==> config.mk <==
export PLATFORM = sky130hd
export DESIGN_NAME = inst_seq_ctrl
export DESIGN_NICKNAME = d
export VERILOG_FILES = /design/src/rtl/inst_seq_ctrl.sv
export SDC_FILE = /design/constraint.sdc
export NUM_CORES = 1
export LEC_CHECK = 0
export BUFFER_PORTS_ARGS = -buffer_cell sky130_fd_sc_hd__buf_2
export CORE_MARGIN = 2
export CORE_UTILIZATION = 42
export DETAILED_ROUTE_END_ITERATION = 7
export PLACE_DENSITY = 0.95
export SLEW_MARGIN = 15
export SYNTH_ARGS = -nofsm -noshare
export SYNTH_HDL_FRONTEND = slang
export SYNTH_SLANG_ARGS = --single-unit
==> constraint.sdc <==
create_clock -name clk -period 3.15 [get_ports clk]
set_input_delay 0.4725 -clock clk [delete_from_list [all_inputs] [get_ports clk]]
set_output_delay 0.4725 -clock clk [all_outputs]
set_load 0.1 [all_outputs]
==> src/rtl/inst_seq_ctrl.sv <==
// Multi-cycle instruction sequencer: fetch handshake, decode, LSU wait, write-back and halt.
// Optional performance counters are built only when INST_SEQ_CTRL_PERF_EN is defined.
module inst_seq_ctrl #(
  parameter int unsigned TO_W           = 8,
  parameter int unsigned TIMEOUT_CYCLES = 255
) (
  input  logic        clk,
  input  logic        rst,
  input  logic        start,
  output logic        if_req_valid,
  input  logic        if_req_ready,
  input  logic        if_rsp_valid,
  output logic        inst_we,
  input  logic        dec_load,
  input  logic        dec_store,
  input  logic        dec_jump,
  input  logic        dec_ebreak,
  input  logic [4:0]  dec_rd,
  output logic        lsu_req_valid,
  input  logic        lsu_req_ready,
  input  logic        lsu_rsp_valid,
  output logic        rf_we,
  output logic        pc_we,
  output logic        pc_sel,
  output logic        halt,
  output logic        timeout,
  output logic [3:0]  state,
  output logic [63:0] perf_cycle,
  output logic [63:0] perf_instret
);

  localparam int unsigned   CNT_W    = TO_W + 1;
  localparam logic [TO_W:0] TO_LIMIT = CNT_W'(TIMEOUT_CYCLES);
  localparam bit            TO_EN    = (TIMEOUT_CYCLES != 0);

  typedef enum logic [3:0] {
    S_IDLE       = 4'd0,
    S_FETCH_REQ  = 4'd1,
    S_FETCH_WAIT = 4'd2,
    S_DECODE     = 4'd3,
    S_EXEC       = 4'd4,
    S_MEM_REQ    = 4'd5,
    S_MEM_WAIT   = 4'd6,
    S_WB         = 4'd7,
    S_HALT       = 4'd8
  } state_e;

  state_e            state_q, state_d;
  logic [TO_W-1:0]   to_cnt_q, to_cnt_d;
  logic              timeout_q, timeout_d;
  logic              in_wait;
  logic              hs_done;
  logic [TO_W:0]     to_cnt_inc;

  assign to_cnt_inc = {1'b0, to_cnt_q} + CNT_W'(1);

  always_ff @(posedge clk or posedge rst) begin
    if (rst) begin
      state_q   <= S_IDLE;
      to_cnt_q  <= '0;
      timeout_q <= 1'b0;
    end else begin
      state_q   <= state_d;
      to_cnt_q  <= to_cnt_d;
      timeout_q <= timeout_d;
    end
  end

  always_comb begin
    state_d       = state_q;
    timeout_d     = timeout_q;
    to_cnt_d      = '0;
    in_wait       = 1'b0;
    hs_done       = 1'b0;
    if_req_valid  = 1'b0;
    inst_we       = 1'b0;
    lsu_req_valid = 1'b0;
    rf_we         = 1'b0;
    pc_we         = 1'b0;
    pc_sel        = 1'b0;
    halt          = 1'b0;

    case (state_q)
      S_IDLE: begin
        if (start) state_d = S_FETCH_REQ;
      end
      S_FETCH_REQ: begin
        if_req_valid = 1'b1;
        in_wait      = 1'b1;
        hs_done      = if_req_ready;
        if (if_req_ready) state_d = S_FETCH_WAIT;
      end
      S_FETCH_WAIT: begin
        in_wait = 1'b1;
        hs_done = if_rsp_valid;
        inst_we = if_rsp_valid;
        if (if_rsp_valid) state_d = S_DECODE;
      end
      S_DECODE: begin
        state_d = S_EXEC;
      end
      S_EXEC: begin
        if (dec_ebreak)                  state_d = S_HALT;
        else if (dec_load || dec_store)  state_d = S_MEM_REQ;
        else                             state_d = S_WB;
      end
      S_MEM_REQ: begin
        lsu_req_valid = 1'b1;
        in_wait       = 1'b1;
        hs_done       = lsu_req_ready;
        if (lsu_req_ready) state_d = S_MEM_WAIT;
      end
      S_MEM_WAIT: begin
        in_wait = 1'b1;
        hs_done = lsu_rsp_valid;
        if (lsu_rsp_valid) state_d = S_WB;
      end
      S_WB: begin
        pc_we   = 1'b1;
        pc_sel  = dec_jump;
        rf_we   = !dec_store && (dec_rd != 5'd0);
        state_d = S_FETCH_REQ;
      end
      S_HALT: begin
        halt = 1'b1;
      end
      default: begin
        state_d = S_HALT;
      end
    endcase

    // A stalled wait state fires when this cycle's count would reach the limit;
    // a handshake on the same cycle takes precedence.
    if (TO_EN && in_wait && !hs_done) begin
      if (to_cnt_inc == TO_LIMIT) begin
        state_d   = S_HALT;
        timeout_d = 1'b1;
      end else begin
        to_cnt_d = to_cnt_inc[TO_W-1:0];
      end
    end
  end

  assign state   = state_q;
  assign timeout = timeout_q;

`ifdef INST_SEQ_CTRL_PERF_EN
  logic [63:0] perf_cycle_q, perf_instret_q;

  always_ff @(posedge clk or posedge rst) begin
    if (rst) begin
      perf_cycle_q   <= '0;
      perf_instret_q <= '0;
    end else begin
      if (state_q != S_IDLE && state_q != S_HALT) perf_cycle_q <= perf_cycle_q + 64'd1;
      if (state_q == S_WB) perf_instret_q <= perf_instret_q + 64'd1;
    end
  end

  assign perf_cycle   = perf_cycle_q;
  assign perf_instret = perf_instret_q;
`else
  assign perf_cycle   = '0;
  assign perf_instret = '0;
`endif

endmodule

## After elaboration in Yosys (flattened, before gate mapping)

Index checks and enable logic that the tools add are counted.

- Add/subtract/negate cells: 1
- Equal/unequal tests: 9
- Reductions and logical operators: 9
- Muxes and demuxes: 21

Operators with widths:

| kind | number |
|---|---|
| $pmux 4 s9 | 1 |
| $mux 4 | 8 |
| $eq 4x3->1 const B | 4 |
| $mux 8 | 2 |
| $add 8x1->9 const B | 1 |
| $eq 9x8->1 const B | 1 |
| $eq 4x2->1 const B | 2 |
| $mux 1 | 8 |
| $reduce_bool 5->1 | 1 |
| $eq 4x1->1 const B | 1 |
| $eq 4x4->1 const B | 1 |
| $logic_not 4->1 | 1 |
| $pmux 1 s4 | 1 |
| $reduce_or 4->1 | 1 |
| $logic_and 1x1->1 | 2 |
| $logic_not 1->1 | 2 |
| $mux 2 | 1 |
| $reduce_and 2->1 | 1 |
| $logic_or 1x1->1 | 1 |

- Bits in registers: 13
- Output and inout bits: 140

## Longest topological paths before layout

Gate-level depths: netlist of the first run.

- Word-level depth: 6
- Gate-level depth with buffers: 6

## Worst setup path after synthesis of the first run

No wires, ideal clock.

- Path type: register to output
- From: register state_q[1] (netlist: state[1])
- To: output port inst_we
- Path buffers: 1
- Arrival: 4.524 ns
- Cell stages (with the launch flop): 4
- Setup slack: -1.847 ns
- Cells stage by stage: dfrtp_1 > clkbuf_1 > nand2b_1 > nor4b_1

- Longest elaborated chain between the ends: 2

RTL lines:

| what | line | text |
|---|---|---|
| start: declaration | 48 | `state_e state_q, state_d;` |
| start signal: assignment | 63 | `state_q <= state_d;` |
| $eq 4x2->1 | 83 | `case (state_q)` |
| $mux 1 | 83 |  |
| end: declaration | 13 | `output logic inst_we,` |

Every way passes these cells.

## Worst setup path after layout of the first run

- From: register state_q[0] (netlist: state[0])
- To: output port rf_we

- Longest elaborated chain between the ends: 2

RTL lines:

| what | line | text |
|---|---|---|
| $eq 4x3->1 | 83 |  |
| $mux 1 | 83 |  |
| end: declaration | 22 | `output logic rf_we,` |

Every way passes these cells.

==> results_dict.tcl, run 1 <==
set metrics [dict create \
    status "finished, final reports clean" \
    grt_pass1_wl_um 3780 \
    hp-class "input port to async pin" \
    fin_worst_skew_ps 5.06 \
    clock-sinks 13 \
    layout_setup_ws_ps 695 \
    ant_nets 0 \
    netlist_area_um2 1820 \
    period_share 0.779 \
    remaining_drc_errors 0 \
    die_w_um 69.9 \
    cts_post_setup_buffers_inserted 0 \
    fill_cells 418 \
    cp_max_fo 15 \
    clk_pin_slew_ps 60 \
    powerDensity_nw_per_um2 947 \
    place_area_um2 1570 \
    rsz0062_at_grt "false" \
    finalSetupViolCount 0 \
    maxCapViolations 0 \
    drt_first_pass_iters 4 \
    rows 23 \
    cts.path.max_buffers 2 \
    placed_cells 292 \
    wl_per_cell_um 8.70 \
    clockRootBuffer "clkbuf_8" \
    multi_input_area_um2 1030 \
    grtUsageTotal 0.0920 \
    dpl.hpwl_um 2140 \
    clock_latency_ps 240 \
    synth_seq_cells 13 \
    cts_buffers 3 \
    stdcell_count 296 \
    ys_types 39 \
    routed_wl_um 2570 \
    htreeDepth 1 \
    slowest_stage "dfrtp_1" \
    die_h_um 69.9 \
    gr-total-overflow 0 \
    pre_cts_slack_ps 992 \
    ir_drop_mv 0.495 \
    antenna_cells 0 \
    antenna_found_initial 0 \
    synth_edf_count 0 \
    critPathRequiredTime_ps 2680 \
    ys.flop_type "dfrtp_1" \
    yosysWarningCount 0 \
    cpPeakStageDelay_ps 640 \
    drt_iter0_drc 24 \
    grt_pass1_vias 858 \
    syn_avg_cell_area_um2 8.25 \
    finalMaxSlewViolations 0 \
    final_hold_viol_count 0 \
    cts_tree "yes" \
    path_cells "nand2_1 -> nor4_4 -> buf_2" \
    drive_gt1_frac 0.179 \
    p_leak_uw 0.000920 \
    vias 1117 \
    viasPerCell 3.77 \
    crit_family "flip-flops" \
    relSlewSlack 0.586 \
    tightest_slew_ps 616 \
    max_freq_ghz 0.407 \
    path_buf_inv 1 \
    startpoint_type "flip-flop" \
    cts_hold_buffers 0 \
    start_util 0.446 \
    crit_path_end_kind "primary output" \
    syn_inst 221 \
    ys_async_sr_fraction 1.00 \
    crit_type "flip-flop to primary output" \
    io_pins 156 \
    p_total_uw 1530 \
    syn_to_final_growth_pct -11.1 \
    cts_resized 0 \
    place_congestion 0.896 \
    layout.nets 265 \
    worstPathArrival_ps 1980 \
    yosysSeqAreaShare 0.178 \
    grt_max_degree 16 \
    core_um2 4090 \
    dieArea_um2 4880 \
    period_minus_slack_ps 2460 \
    register_area_um2 327 \
    io_buffers 27 \
    stdcell_area_um2 1620 \
]
[flip-flops by register name, summed over array words and instances (netlist names)]
register and flops:
timeout 1, to_cnt_q 8, state 4
[logic make-up (layout without fill, tap and decap cells)]
group | Yosys count | in the layout | synth area share
AOI/OAI and AO/OA | 17 | 17 | 0.0817
other | 1 | 128 | 0.00206
and+or+nand+nor | 43 | 43 | 0.141
DFF | 13 | 13 | 0.178
buffers and inverters | 138 | 36 | 0.548
muxes | 2 | 2 | 0.0110
xor gates and xnor gates | 5 | 5 | 0.0240
adders and majority gates | 2 | 2 | 0.0137
[layout by cell type, fill, tap and decap left out, drive strengths merged]
master | netlist | routed
o21ba | 1 | 1
xor2 | 1 | 1
conb | 1 | 128
nor4b | 4 | 4
a211o | 1 | 1
ha | 2 | 2
a31oi | 2 | 2
a21oi | 1 | 1
o21ai | 4 | 4
nand2 | 3 | 3
nand4 | 1 | 1
or2 | 1 | 1
o41ai | 1 | 1
nor3 | 4 | 4
o211ai | 1 | 1
mux2i | 2 | 2
a22oi | 1 | 1
nor4 | 3 | 3
inv | 5 | 5
or3 | 2 | 2
o32ai | 1 | 1
xnor2 | 4 | 4
a211oi | 1 | 1
nand3 | 5 | 5
buf | 129 | 27
clkinv | 0 | 1
o21a | 1 | 1
nor2 | 10 | 10
clkbuf | 4 | 3
and2 | 2 | 2
dfrtp | 13 | 13
nand2b | 1 | 1
o31ai | 1 | 1
or4 | 1 | 1
nor3b | 2 | 2
nor2b | 4 | 4
o31a | 1 | 1
[per-stage QoR]
step                hold WS [ps]  utilization  TNS, ps
floorplan                    349            -     -760
global placement             446        0.385        0
detailed placement           465        0.385        0
CTS                          255        0.397        0
global route                 286        0.397        0
finish                       240        0.397        0
[metal layers]
metal  GRT usage  share of wire  up-vias
met2       0.161           0.53       91
met1       0.109           0.33      511
met4      0.0427          0.013        0
li1            -              -      511
met5           0              0        -
met3      0.0159           0.12        4
[report_power, final]
part,switching [µW],internal [µW],leakage [µW]
logic,1010,103,0.000719
clock network,59.9,87.3,0.0000255
registers,82.8,191,0.000176
[final timing paths]
check	from	end	slack, ps	depth (start not counted)
hold / removal	rst	to_cnt_q[0]	240	2
max in group asynchronous	rst	state[2]	2550	2
min in group clk	timeout	timeout	470	1
setup / recovery	state[0]	rf_we	690	3
setup reg to reg	to_cnt_q[0]	to_cnt_q[5]	1020	6
hold reg to reg	timeout	timeout	470	1
[cells in the mapped netlist (all sizes together) (2+ instances only)]
| library cell | count | area share |
|---|---|---|
| a31oi | 2 | 0.0069 |
| and2 | 2 | 0.0082 |
| buf | 129 | 0.53 |
| clkbuf | 4 | 0.0082 |
| dfrtp | 13 | 0.18 |
| ha | 2 | 0.014 |
| inv | 5 | 0.010 |
| mux2i | 2 | 0.011 |
| nand2 | 3 | 0.0062 |
| nand3 | 5 | 0.014 |
| nor2 | 10 | 0.021 |
| nor2b | 4 | 0.014 |
| nor3 | 4 | 0.011 |
| nor3b | 2 | 0.0082 |
| nor4 | 3 | 0.010 |
| nor4b | 4 | 0.027 |
| o21ai | 4 | 0.011 |
| or3 | 2 | 0.0069 |
| xnor2 | 4 | 0.019 |
[layout make-up]
class / count / area share
sequential: 13 / 0.202
multi-input combinational: 197 / 0.636
clock inverter: 1 / 0.00309
tap: 50 / 0.0386
timing repair buffer: 27 / 0.0834
clock buffer: 3 / 0.0255
inverter: 5 / 0.0116
(Power assumes the default switching activity.)
==> inputs of run 2 (changes only) <==
Settings changed: CORE_UTILIZATION 42 to 35, PLACE_DENSITY 0.95 to 0.89.
Clock period 3.15 ns to 2.2 ns, I/O delays scaled along.
==> run 2 against run 1 <==
Non-clock buffer count is the same. Clock skew grew 2.4 ps. Critical path type is now flip-flop to flip-flop. Sequential cell count is the same.
==> results_dict.tcl, run 2 (synthesis results as in run 1) <==
set metrics [dict create \
    p_leak_uw 0.000926 \
    path_cells "nand4_1 -> or3_1 -> and2_4 -> o41ai_4 -> o21ba_1" \
    cp_max_fo 7 \
    layout.nets 265 \
    htreeDepth 1 \
    crit_type "flip-flop to flip-flop" \
    critPathLaunch "to_cnt_q[3]" \
    timing.rr.end "to_cnt_q[5]" \
    ir_drop_mv 0.636 \
    clockRootBuffer "clkbuf_8" \
    clock-sinks 13 \
    stdcell_area_um2 1710 \
    worstPathArrival_ps 2220 \
    status "finished, final reports clean" \
    clock_latency_ps 240 \
    antenna_cells 0 \
    register_area_um2 342 \
    hp-class "input port to async pin" \
    syn_to_final_growth_pct -6.31 \
    final_cell_mix "conb_1, buf_2, nor2_1" \
    remaining_drc_errors 0 \
    grt_max_degree 16 \
    cts_buffers 3 \
    r2r_cells 5 \
    grtUsageTotal 0.0771 \
    grt_pass1_wl_um 3680 \
    die_h_um 76.2 \
    grt_pass1_vias 798 \
    stdcell_count 316 \
    layout_commonest_cell "conb_1" \
    rsz0062_at_grt "false" \
    max_freq_ghz 0.477 \
    dpl.hpwl_um 2220 \
    die_w_um 76.2 \
    placed_cells 312 \
    core_um2 5070 \
    io_pins 156 \
    drt_first_pass_iters 4 \
    drt_iter0_drc 18 \
    largest_reg_flops 8 \
    clk_pin_slew_ps 60 \
    period_minus_slack_ps 2100 \
    cpPeakStageDelay_ps 490 \
    cts.path.max_buffers 2 \
    drive_gt1_frac 0.199 \
    r2r_setup_slack_ps 100 \
    crit_path_end_kind "flip-flop" \
    startpoint_type "flip-flop" \
    multi_input_area_um2 1080 \
    relSlewSlack 0.583 \
    largest-register "to_cnt_q" \
    start_util 0.359 \
    ant_nets 0 \
    slowest_stage "o41ai_4" \
    viasPerCell 3.50 \
    wl_per_cell_um 8.29 \
    fill_cells 527 \
    io_buffers 27 \
    gr-total-overflow 0 \
    antenna_found_initial 0 \
    rows 26 \
    cts_hold_buffers 0 \
    maxCapViolations 0 \
    tightest_slew_ps 621 \
    finalSetupViolCount 0 \
    place_area_um2 1660 \
    powerDensity_nw_per_um2 1340 \
    r2r_start "to_cnt_q[3]" \
    cts_resized 0 \
    period_share 0.953 \
    finalMaxSlewViolations 0 \
    vias 1107 \
    routed_wl_um 2620 \
    cts_post_setup_buffers_inserted 0 \
    critPathRequiredTime_ps 2330 \
    cts_tree "yes" \
    final_hold_viol_count 0 \
    dieArea_um2 5800 \
    fin_worst_skew_ps 7.43 \
    place_congestion 0.869 \
]
## run 2: cell count changes in the layout (fill, tap and decap cells not counted), moves of 2 or more
cell / delta
dfrtp_1: -4
dfrtp_4: +4
nor4b_4: +2
nor4b_2: -2
## run 2: how the worst max path moves through the flow
stage	to	slack, ps	cells after the start
2_1_floorplan	inst_we	-240	3
3_3_place_gp	to_cnt_q[5]	270	6
3_5_place_dp	to_cnt_q[5]	140	6
4_1_cts	to_cnt_q[5]	130	6
5_1_grt	to_cnt_q[5]	0.02	5
6_report	to_cnt_q[5]	100	5
## run 2: worst max-delay path: cells and delay by family, from the launching register on
family / cells / cell delay, ps
and+or+nand+nor: 3 / 830
AOI/OAI and AO/OA: 2 / 700
DFF: 1 / 450
## run 2: layout make-up
class,count,share of cell area
Timing Repair Buffer,27,0.0791
Sequential cell,13,0.200
Tap cell,70,0.0513
Inverter,5,0.0110
Multi-Input combinational cell,197,0.632
Clock buffer,4,0.0264
## run 2: power breakdown
| group | total, µW | switching (µW) | internal (µW) |
|---|---|---|---|
| clock network | 210 | 82.2 | 128 |
| logic | 1630 | 1450 | 181 |
| registers | 452 | 159 | 293 |
## run 2: layer usage
layer | part of all wire | track usage | wire length [µm]
met5 | 0 | 0 | 0
met4 | 0.026 | 0.0545 | 68
met3 | 0.12 | 0.00948 | 321
met2 | 0.53 | 0.137 | 1380
met1 | 0.33 | 0.0855 | 852
## run 2: per-stage QoR
step / utilization / total power, µW / setup TNS [ps] / setup slack (ps) / hold WS (ps)
finish: 0.337 / 2290 / 0 / 102 / 88.8
detailed placement: 0.327 / 2080 / 0 / 143 / 368
global route: 0.337 / 2360 / 0 / 0.0233 / 148
global placement: 0.327 / 2060 / 0 / 272 / 359
floorplan: - / 2240 / -685 / -241 / 207
CTS: 0.336 / 2290 / 0 / 128 / 107
